$ cat src/rtl/master_port.sv
// Initiator side of the serial system bus: serializes address/write data LSB first and
// deserializes read data. Define MPORT_TIMEOUT_EN to enable the WAIT_READY/RDATA watchdog.
module master_port #(
    parameter int ADDR_WIDTH = 12,
    parameter int DATA_WIDTH = 8,
    parameter int TIMEOUT    = 64
) (
    input  logic                  clk,
    input  logic                  rstn,
    input  logic                  dreq,
    input  logic                  dmode,
    input  logic [ADDR_WIDTH-1:0] daddr,
    input  logic [DATA_WIDTH-1:0] dwdata,
    output logic                  dready,
    output logic                  ddone,
    output logic [DATA_WIDTH-1:0] drdata,
    output logic                  derr,
    output logic                  mwdata,
    input  logic                  mrdata,
    output logic                  mmode,
    output logic                  mvalid,
    input  logic                  svalid,
    input  logic                  sready
);

    localparam int MAXW = (ADDR_WIDTH > DATA_WIDTH) ? ADDR_WIDTH : DATA_WIDTH;
    localparam int CW   = $clog2(MAXW) + 1;

    if (TIMEOUT < 1) begin : g_bad_timeout
        $error("TIMEOUT must be at least 1");
    end

    typedef enum logic [2:0] {
        StIdle, StWaitReady, StAddr, StWdata, StRdata, StDone
    } state_t;

    state_t                state_q;
    logic [CW-1:0]         bitcnt_q;
    logic [ADDR_WIDTH-1:0] addr_q;
    logic [DATA_WIDTH-1:0] wdata_q;
    logic [DATA_WIDTH-1:0] rdata_q;
    logic                  mode_q;

`ifdef MPORT_TIMEOUT_EN
    localparam int WDW = $clog2(TIMEOUT + 1);
    logic [WDW-1:0] wdog_q;
    logic           derr_q;
    assign derr = derr_q;
`else
    assign derr = 1'b0;
`endif

    // Address and write data are shifted out of bit 0; read data shifts in at the MSB.
    always_ff @(posedge clk) begin
        if (!rstn) begin
            state_q  <= StIdle;
            bitcnt_q <= '0;
            addr_q   <= '0;
            wdata_q  <= '0;
            rdata_q  <= '0;
            mode_q   <= 1'b0;
            dready   <= 1'b1;
            ddone    <= 1'b0;
            drdata   <= '0;
            mwdata   <= 1'b0;
            mmode    <= 1'b0;
            mvalid   <= 1'b0;
`ifdef MPORT_TIMEOUT_EN
            wdog_q   <= '0;
            derr_q   <= 1'b0;
`endif
        end else begin
            ddone <= 1'b0;
            unique case (state_q)
                StIdle: begin
                    if (dreq) begin
                        addr_q  <= daddr;
                        wdata_q <= dwdata;
                        mode_q  <= dmode;
                        dready  <= 1'b0;
                        state_q <= StWaitReady;
`ifdef MPORT_TIMEOUT_EN
                        wdog_q  <= '0;
`endif
                    end
                end
                StWaitReady: begin
                    if (sready) begin
                        state_q  <= StAddr;
                        bitcnt_q <= '0;
                        mvalid   <= 1'b1;
                        mmode    <= mode_q;
                        mwdata   <= addr_q[0];
                        addr_q   <= addr_q >> 1;
                    end
`ifdef MPORT_TIMEOUT_EN
                    else if (wdog_q == WDW'(TIMEOUT - 1)) begin
                        state_q <= StDone;
                        ddone   <= 1'b1;
                        derr_q  <= 1'b1;
                    end else begin
                        wdog_q <= wdog_q + 1'b1;
                    end
`endif
                end
                StAddr: begin
                    if (bitcnt_q == CW'(ADDR_WIDTH - 1)) begin
                        bitcnt_q <= '0;
                        if (mode_q) begin
                            state_q <= StWdata;
                            mmode   <= 1'b1;
                            mwdata  <= wdata_q[0];
                            wdata_q <= wdata_q >> 1;
                        end else begin
                            state_q <= StRdata;
                            mvalid  <= 1'b0;
                            mwdata  <= 1'b0;
                            mmode   <= 1'b0;
`ifdef MPORT_TIMEOUT_EN
                            wdog_q  <= '0;
`endif
                        end
                    end else begin
                        bitcnt_q <= bitcnt_q + 1'b1;
                        mwdata   <= addr_q[0];
                        addr_q   <= addr_q >> 1;
                    end
                end
                StWdata: begin
                    if (bitcnt_q == CW'(DATA_WIDTH - 1)) begin
                        bitcnt_q <= '0;
                        state_q  <= StDone;
                        ddone    <= 1'b1;
                        mvalid   <= 1'b0;
                        mwdata   <= 1'b0;
                        mmode    <= 1'b0;
`ifdef MPORT_TIMEOUT_EN
                        derr_q   <= 1'b0;
`endif
                    end else begin
                        bitcnt_q <= bitcnt_q + 1'b1;
                        mwdata   <= wdata_q[0];
                        wdata_q  <= wdata_q >> 1;
                    end
                end
                StRdata: begin
                    if (svalid) begin
                        rdata_q <= {mrdata, rdata_q[DATA_WIDTH-1:1]};
`ifdef MPORT_TIMEOUT_EN
                        wdog_q  <= '0;
`endif
                        if (bitcnt_q == CW'(DATA_WIDTH - 1)) begin
                            bitcnt_q <= '0;
                            state_q  <= StDone;
                            ddone    <= 1'b1;
                            drdata   <= {mrdata, rdata_q[DATA_WIDTH-1:1]};
`ifdef MPORT_TIMEOUT_EN
                            derr_q   <= 1'b0;
`endif
                        end else begin
                            bitcnt_q <= bitcnt_q + 1'b1;
                        end
                    end
`ifdef MPORT_TIMEOUT_EN
                    else if (wdog_q == WDW'(TIMEOUT - 1)) begin
                        bitcnt_q <= '0;
                        state_q  <= StDone;
                        ddone    <= 1'b1;
                        drdata   <= '0;
                        derr_q   <= 1'b1;
                    end else begin
                        wdog_q <= wdog_q + 1'b1;
                    end
`endif
                end
                StDone: begin
                    state_q <= StIdle;
                    dready  <= 1'b1;
                end
                default: state_q <= StIdle;
            endcase
        end
    end

endmodule

$ cat config.mk
export PLATFORM = sky130hd
export DESIGN_NAME = master_port
export DESIGN_NICKNAME = d
export VERILOG_FILES = /design/src/rtl/master_port.sv
export SDC_FILE = /design/constraint.sdc
export NUM_CORES = 1
export LEC_CHECK = 0
export ABC_AREA = 1
export CORE_MARGIN = 1
export CORE_UTILIZATION = 50
export DETAILED_ROUTE_END_ITERATION = 8
export PLACE_DENSITY = 0.81
export SLEW_MARGIN = 20
export SYNTH_ARGS = -nofsm -noshare
export SYNTH_HDL_FRONTEND = slang
export SYNTH_SLANG_ARGS = --single-unit
$ cat constraint.sdc
create_clock -name clk -period 1.65 [get_ports clk]
set_input_delay 0.2475 -clock clk [delete_from_list [all_inputs] [get_ports clk]]
set_output_delay 0.2475 -clock clk [all_outputs]
set_load 0.1 [all_outputs]
==> summary.md, run 1 <==
| Metric | Value |
|---|---|
| Pin count of the biggest net entering global routing | 25 |
| Hold path endpoint | rdata_q[1] |
| R2R setup slack | roughly 0.13 ns |
| Synthesized cell area | 0.00251 mm^2 |
| Wire per inst | 10.3 um |
| Die area | 0.00531 mm^2 |
| Antenna Nets Post-Route | 0 |
| WL final | 5.21 mm |
| Syn Area/Cell | 6.37 um^2 |
| Final core occ | a little under 70% |
| Clock Skews | 0.00509 ns |
| I/O Buffers | 39 |
| Most common cell after layout, fill and taps aside | nand2_1 |
| Synth Area in XOR/XNOR | 0% |
| Fin nets | 466 |
| Clock sinks | 49 |
| Critical Path Slowest Stage Cell | dfxtp_1 |
| Most used cell, CP | nand2_1 |
| DRC | 0 |
| Worst-path clk slew | 0.09 ns |
| Crit path buf inv count | 1 |
| Worst hold path class | flop to flop |
| # fillers | 415 |
| H-tree level count | 2 |
| CP arrival | 1.73 ns |
| Yosys Warn Count | 0 |
| Post-synthesis simple-gate area fraction | 44.1% |
| Status | finished clean |
| Global placer's final weighted congestion | 0.933 |
| Area Overhead vs Synth | 28.6% |
| CTS max path bufs | 2 |
| Final min period | about 1.5 ns |
| Max-cap violations | 0 |
| Reg2Reg Depth | 7 |
| Leak | about 1.5 nW |
| Cells after Synth | 394 |
| Vias in the first global route | ~2,100 |
| First-pass GRT wire length | 8.98 mm |
| Root Driver | clkbuf_8 |
| Vias post-DR | about 2,400 |
| CP Cell Sequence | inv_2, nand2_1, nand2_1, nor2_1, nand2_1, nand3_1, nor2_1 |
| Synth Area in Adders | 0.498% |
| DIE WIDTH | 72.9 um |
| Global Route Usage Sum | 21.8% |
| Post-Place Setup Slack | around 0.044 ns |
| VDD IR-drop max | between 1 and 1.5 mV |
| Critical Path End Type | flop |
| Multiplexer area fraction after synthesis | 0% |
| Fin Setup TNS | 0 ns |
| TritonCTS buffer count | 5 |
| Initial DRT Pass Iterations | 4 |
| HPWL Detailed | 3.86 mm |
| Worst r2r dst | bitcnt_q[4] |
| Final setup vio count | 0 |
| Req. time, crit path | ~1.9 ns |
| Startpoint Class | flop |
| Seq cells post-synth | 49 |
| Hold path cells | 2 |
| Slowest stage delay, CP | 0.54 ns |
| Core area | between 0.004 and 0.005 mm^2 |
| Share of layout cells above drive strength 1 | 14.4% |
| Max Fclk | about 660 MHz |
| Period Utilization, post-route | 92.0% |
| Seq/Total Area, Yosys | between 30% and 40% |
| Hold_sp | rdata_q[1] |
| Most frequent cells in the layout | nand2_1 (151), nor2_1 (73), dfxtp_1 (46) |
| Finished Layout Cells | 506 |
| Synth Area in Compound Gates | 6.98% |
| CTS tree | built |
| Crit path kind | flop to flop |
| Worst r2r src | state_q[0] |
| Initial core utilization | 52.5% |
| Yosys cell types | 23 |
| Latest clock arrival within the worst-skew pair | 0.31 ns |
| Pwr Density | 1720 mW/mm^2 |
| Antenna Cells | 0 |
| GR Overflow Total | 0 |
| Syn Nets | between 400 and 500 |
| Final worst slack | 0.132 ns |
| Initial drt markers | 100 |
| Initial antenna violation count | 0 |
| Vias/cell | 4.75 |
| Top delay family on crit path | simple AND/OR/NAND/NOR gates |
| DIE HEIGHT | 72.9 um |
| # placed instances | between 400 and 500 |
| Final Max Tran Viols | 0 |
| Hold Violations, Final | 0 |
| # rows | 25 |
| Ports | 41 |
| Largest family of logic cells by synthesized area | simple AND/OR/NAND/NOR gates |
| Crit path max fanout | 6 |
per-stage QoR:
step	power [W]	cell area (um^2)	hold WS, ns
6_report	0.00557	3230	0.469
3_3_place_gp	0.00465	3110	0.454
3_5_place_dp	0.00473	3110	0.457
2_1_floorplan	0.00408	2510	0.391
4_1_cts	0.00547	3200	0.471
5_1_grt	0.00607	3230	0.507
logic make-up (layout without fill, tap and decap cells):
| group | Yosys count | in the layout |
|---|---|---|
| compound gates | 35 | 35 |
| fa+ha+maj | 1 | 1 |
| buf+inv | 49 | 94 |
| flops | 49 | 49 |
| other cells | 1 | 1 |
| simple gates | 259 | 259 |
routing by layer:
layer	global-route usage, %	part of all wire, %	up-vias
met3	4.70	3.3	9
met1	25.9	47	1072
met5	0	0	-
met2	38.2	48	40
met4	8.71	1.9	0
li1	-	-	1283
cell type report:
type	instances	area, um^2	area share (%)
Multi-Input combinational cell	296	1300	40.3
Tap cell	67	83.8	2.59
Clock inverter	3	25.0	0.775
Timing Repair Buffer	51	636	19.7
Sequential cell	49	985	30.5
Clock buffer	5	68.8	2.13
Inverter	35	131	4.07
power by group:
group          leakage (nW)  internal, W  switching, W  total (W)
Sequential            0.403      0.00153      0.000249    0.00178
Combinational          1.08      0.00117       0.00189    0.00305
Clock                0.0452     0.000309      0.000430   0.000739
worst min-delay path, stage by stage (launching register included):
cell     delay (ns)
dfxtp_1        0.32
nand2_1        0.06
a21oi_1        0.05
sequential cells by signal, summed over array words and instances, names as in the netlist:
register and count:
rdata_q 7, ddone 1, mode_q 1, wdata_q 8
mmode 1, mwdata 1, bitcnt_q 5, state_q 3
drdata 8, addr_q 12, mvalid 1, dready 1
how the worst max path moves through the flow:
| stage | start | slack, ns | cells after the start | to |
|---|---|---|---|---|
| 5_1_grt | state_q[0] | -0.01 | 8 | wdata_q[6] |
| 6_report | state_q[0] | 0.13 | 7 | bitcnt_q[4] |
| 4_1_cts | bitcnt_q[0] | 0.06 | 10 | wdata_q[7] |
| 2_1_floorplan | bitcnt_q[0] | 0.22 | 11 | wdata_q[4] |
| 3_3_place_gp | dreq | 0.07 | 7 | wdata_q[7] |
| 3_5_place_dp | dreq | 0.04 | 7 | wdata_q[7] |
cell usage after synthesis, drive strengths merged:
library cell    n  share of area, %
a21oi          21               4.2
buf            10               3.4
clkbuf          4              0.60
conb            1              0.15
dfxtp          49                39
ha              1              0.50
inv            35               5.2
nand2         158                25
nand3          13               3.2
nand3b          3               1.2
nand4           1              0.25
nor2           82                14
nor3            2              0.40
o21ai          14               2.8
timing repair:
| item | in CTS | in global routing |
|---|---|---|
| resized for setup | 0 | 4 |
| setup endpoints to repair | 0 | 18 |
| buffers inserted | 0 | 1 |
| hold buffers | 0 | 0 |
Power figures use the tool's default switching activity.
==> run 2, diff against run 1 <==
--- a/config.mk
+++ b/config.mk
@@ -6,7 +6,6 @@
 export NUM_CORES = 1
 export LEC_CHECK = 0
 export ABC_AREA = 1
-export CORE_MARGIN = 1
 export CORE_UTILIZATION = 50
 export DETAILED_ROUTE_END_ITERATION = 8
 export PLACE_DENSITY = 0.81
==> constraint.sdc (replaced) <==
create_clock -name clk -period 1.65 [get_ports clk]
set_input_delay 0.33 -clock clk [delete_from_list [all_inputs] [get_ports clk]]
set_output_delay 0.33 -clock clk [all_outputs]
set_load 0.1 [all_outputs]
==> summary.md, run 2 (synthesis results as in run 1) <==
| Metric | Value |
|---|---|
| Status | finished clean |
| CTS tree | built |
| Clock Skews | 0.00639 ns |
| DIE WIDTH | between 70 and 80 um |
| Antenna Cells | 0 |
| Leak | 1.54 nW |
| Global Route Usage Sum | 23.6% |
| Hold Violations, Final | 0 |
| TritonCTS buffer count | 5 |
| Largest regs | addr_q x12, drdata x8, wdata_q x8 |
| # rows | 25 |
| GR Overflow Total | 0 |
| Vias post-DR | 2,459 |
| Pin count of the biggest net entering global routing | 26 |
| I/O Buffers | 39 |
| Final core occ | 67.9% |
| Core area | between 0.004 and 0.005 mm^2 |
| Max-cap violations | 0 |
| Most common cell after layout, fill and taps aside | nand2_1 |
| Wire per inst | about 11 um |
| Initial antenna violation count | 0 |
| Finished Layout Cells | 507 |
| Crit path max fanout | 24 |
| Die area | about 0.0053 mm^2 |
| Area Overhead vs Synth | 29.5% |
| Antenna Nets Post-Route | 0 |
| CP arrival | 1.73 ns |
| H-tree level count | 2 |
| Fin nets | 467 |
| Initial drt markers | 86 |
| Number of flip-flops under the largest register name | 12 |
| Initial core utilization | 52.5% |
| # placed instances | 499 |
| Largest register by flop count | addr_q |
| Vias in the first global route | about 2,400 |
| # fillers | 438 |
| Period Utilization, post-route | between 90% and 100% |
| Share of layout cells above drive strength 1 | 14.8% |
| Register Area | 986 um^2 |
| Final Max Tran Viols | 0 |
| R2R setup slack | 0.14 ns |
| Global placer's final weighted congestion | 0.930 |
| Crit path kind | flop to flop |
| First-pass GRT wire length | 9.80 mm |
| CTS max path bufs | 2 |
| Latest clock arrival within the worst-skew pair | ~0.31 ns |
| DIE HEIGHT | 72.9 um |
| WL final | 5.55 mm |
| Final min period | 1.51 ns |
| Worst hold path class | flop to flop |
| Startpoint Class | flop |
| Req. time, crit path | between 1.5 and 2 ns |
| Max Fclk | between 600 and 700 MHz |
| Root Driver | clkbuf_8 |
| Clock sinks | 49 |
| Area of the multi-input gates | 0.00130 mm^2 |
| Most frequent cells in the layout | nand2_1 (151), nor2_1 (73), dfxtp_1 (45) |
| Initial DRT Pass Iterations | 4 |
| Critical Path End Type | flop |
| Vias/cell | slightly below 5 |
| Worst-path clk slew | roughly 0.10 ns |
| DRC | 0 |
| Final setup vio count | 0 |
| Hold_buf cts | 0 |
| Post-CTS Setup Inserts | 0 |
| Ports | 41 |
| HPWL Detailed | 4.07 mm |
| VDD IR-drop max | 1.05 mV |
| Pwr Density | 1710 mW/mm^2 |
## run 2: cell types whose count changed in the layout (fill, tap and decap cells not counted)
cell	before	now
dfxtp_1	46	45
dfxtp_2	3	4
clkinv_4	0	1
buf_12	15	16
inv_6	2	1
## run 2: per-layer routing
metal  vias up  GRT usage, %  wire length, um
li1       1286             -                -
met1      1089          25.7             2370
met2        71          43.9             2770
met3        13          4.56              280
met4         0          11.1              126
met5         -             0                0
## run 2: what timing repair did
action / in CTS / in global routing
setup endpoints to repair: 0 / 17
hold endpoints to repair: 0 / 0
gates resized for setup: 0 / 5
## run 2: stage by stage
stage / total power (W) / hold WS [ns] / setup TNS, ns / area [um^2] / worst slack (ns)
5_1_grt: 0.00607 / 0.503 / -0.0146 / 3250 / -0.0146
3_5_place_dp: 0.00484 / 0.467 / -0.00823 / 3150 / -0.00823
2_1_floorplan: 0.00408 / 0.438 / 0 / 2510 / 0.220
6_report: 0.00558 / 0.482 / 0 / 3250 / 0.136
4_1_cts: 0.00559 / 0.481 / 0 / 3240 / 0.0872
3_3_place_gp: 0.00477 / 0.453 / 0 / 3150 / 0.0404
## run 2: area by class of cell
cell class	count	area share [%]
clock buffers	5	2.12
clock inverters	3	0.770
inverters	35	4.04
multi-input cells	296	40.0
flip-flops and latches	49	30.3
well taps	67	2.58
repair buffers	52	20.2
## run 2: worst max-delay path: stages, from the launching register on
cell	delay, ns
dfxtp_2	0.36
ha_2	0.19
nand2_1	0.06
inv_1	0.05
nand2_1	0.09
buf_4	0.16
nor2_4	0.12
nor2_4	0.06
buf_12	0.15
nor2_1	0.11
nor2_1	0.06
## run 2: final timing paths
path,endpoint,from,cells after the start
max reg2reg,addr_q[5],bitcnt_q[1],10
max,addr_q[5],bitcnt_q[1],10
min reg2reg,rdata_q[2],rdata_q[3],2
min,rdata_q[2],rdata_q[3],2
## run 2: where the power goes
group / leakage, nW / switching, W / internal (W) / total, W
Combinational: 1.09 / 0.00188 / 0.00117 / 0.00305
Sequential: 0.403 / 0.000252 / 0.00153 / 0.00178
Clock: 0.0447 / 0.000432 / 0.000306 / 0.000739
==> run 3, diff against run 2 <==
--- a/config.mk
+++ b/config.mk
@@ -6,6 +6,7 @@
 export NUM_CORES = 1
 export LEC_CHECK = 0
 export ABC_AREA = 1
+export CAP_MARGIN = 30
 export CORE_UTILIZATION = 50
 export DETAILED_ROUTE_END_ITERATION = 8
 export PLACE_DENSITY = 0.81
==> results of run 3 <==
No change in the layout: final DEF, timing and power equal those of run 2.
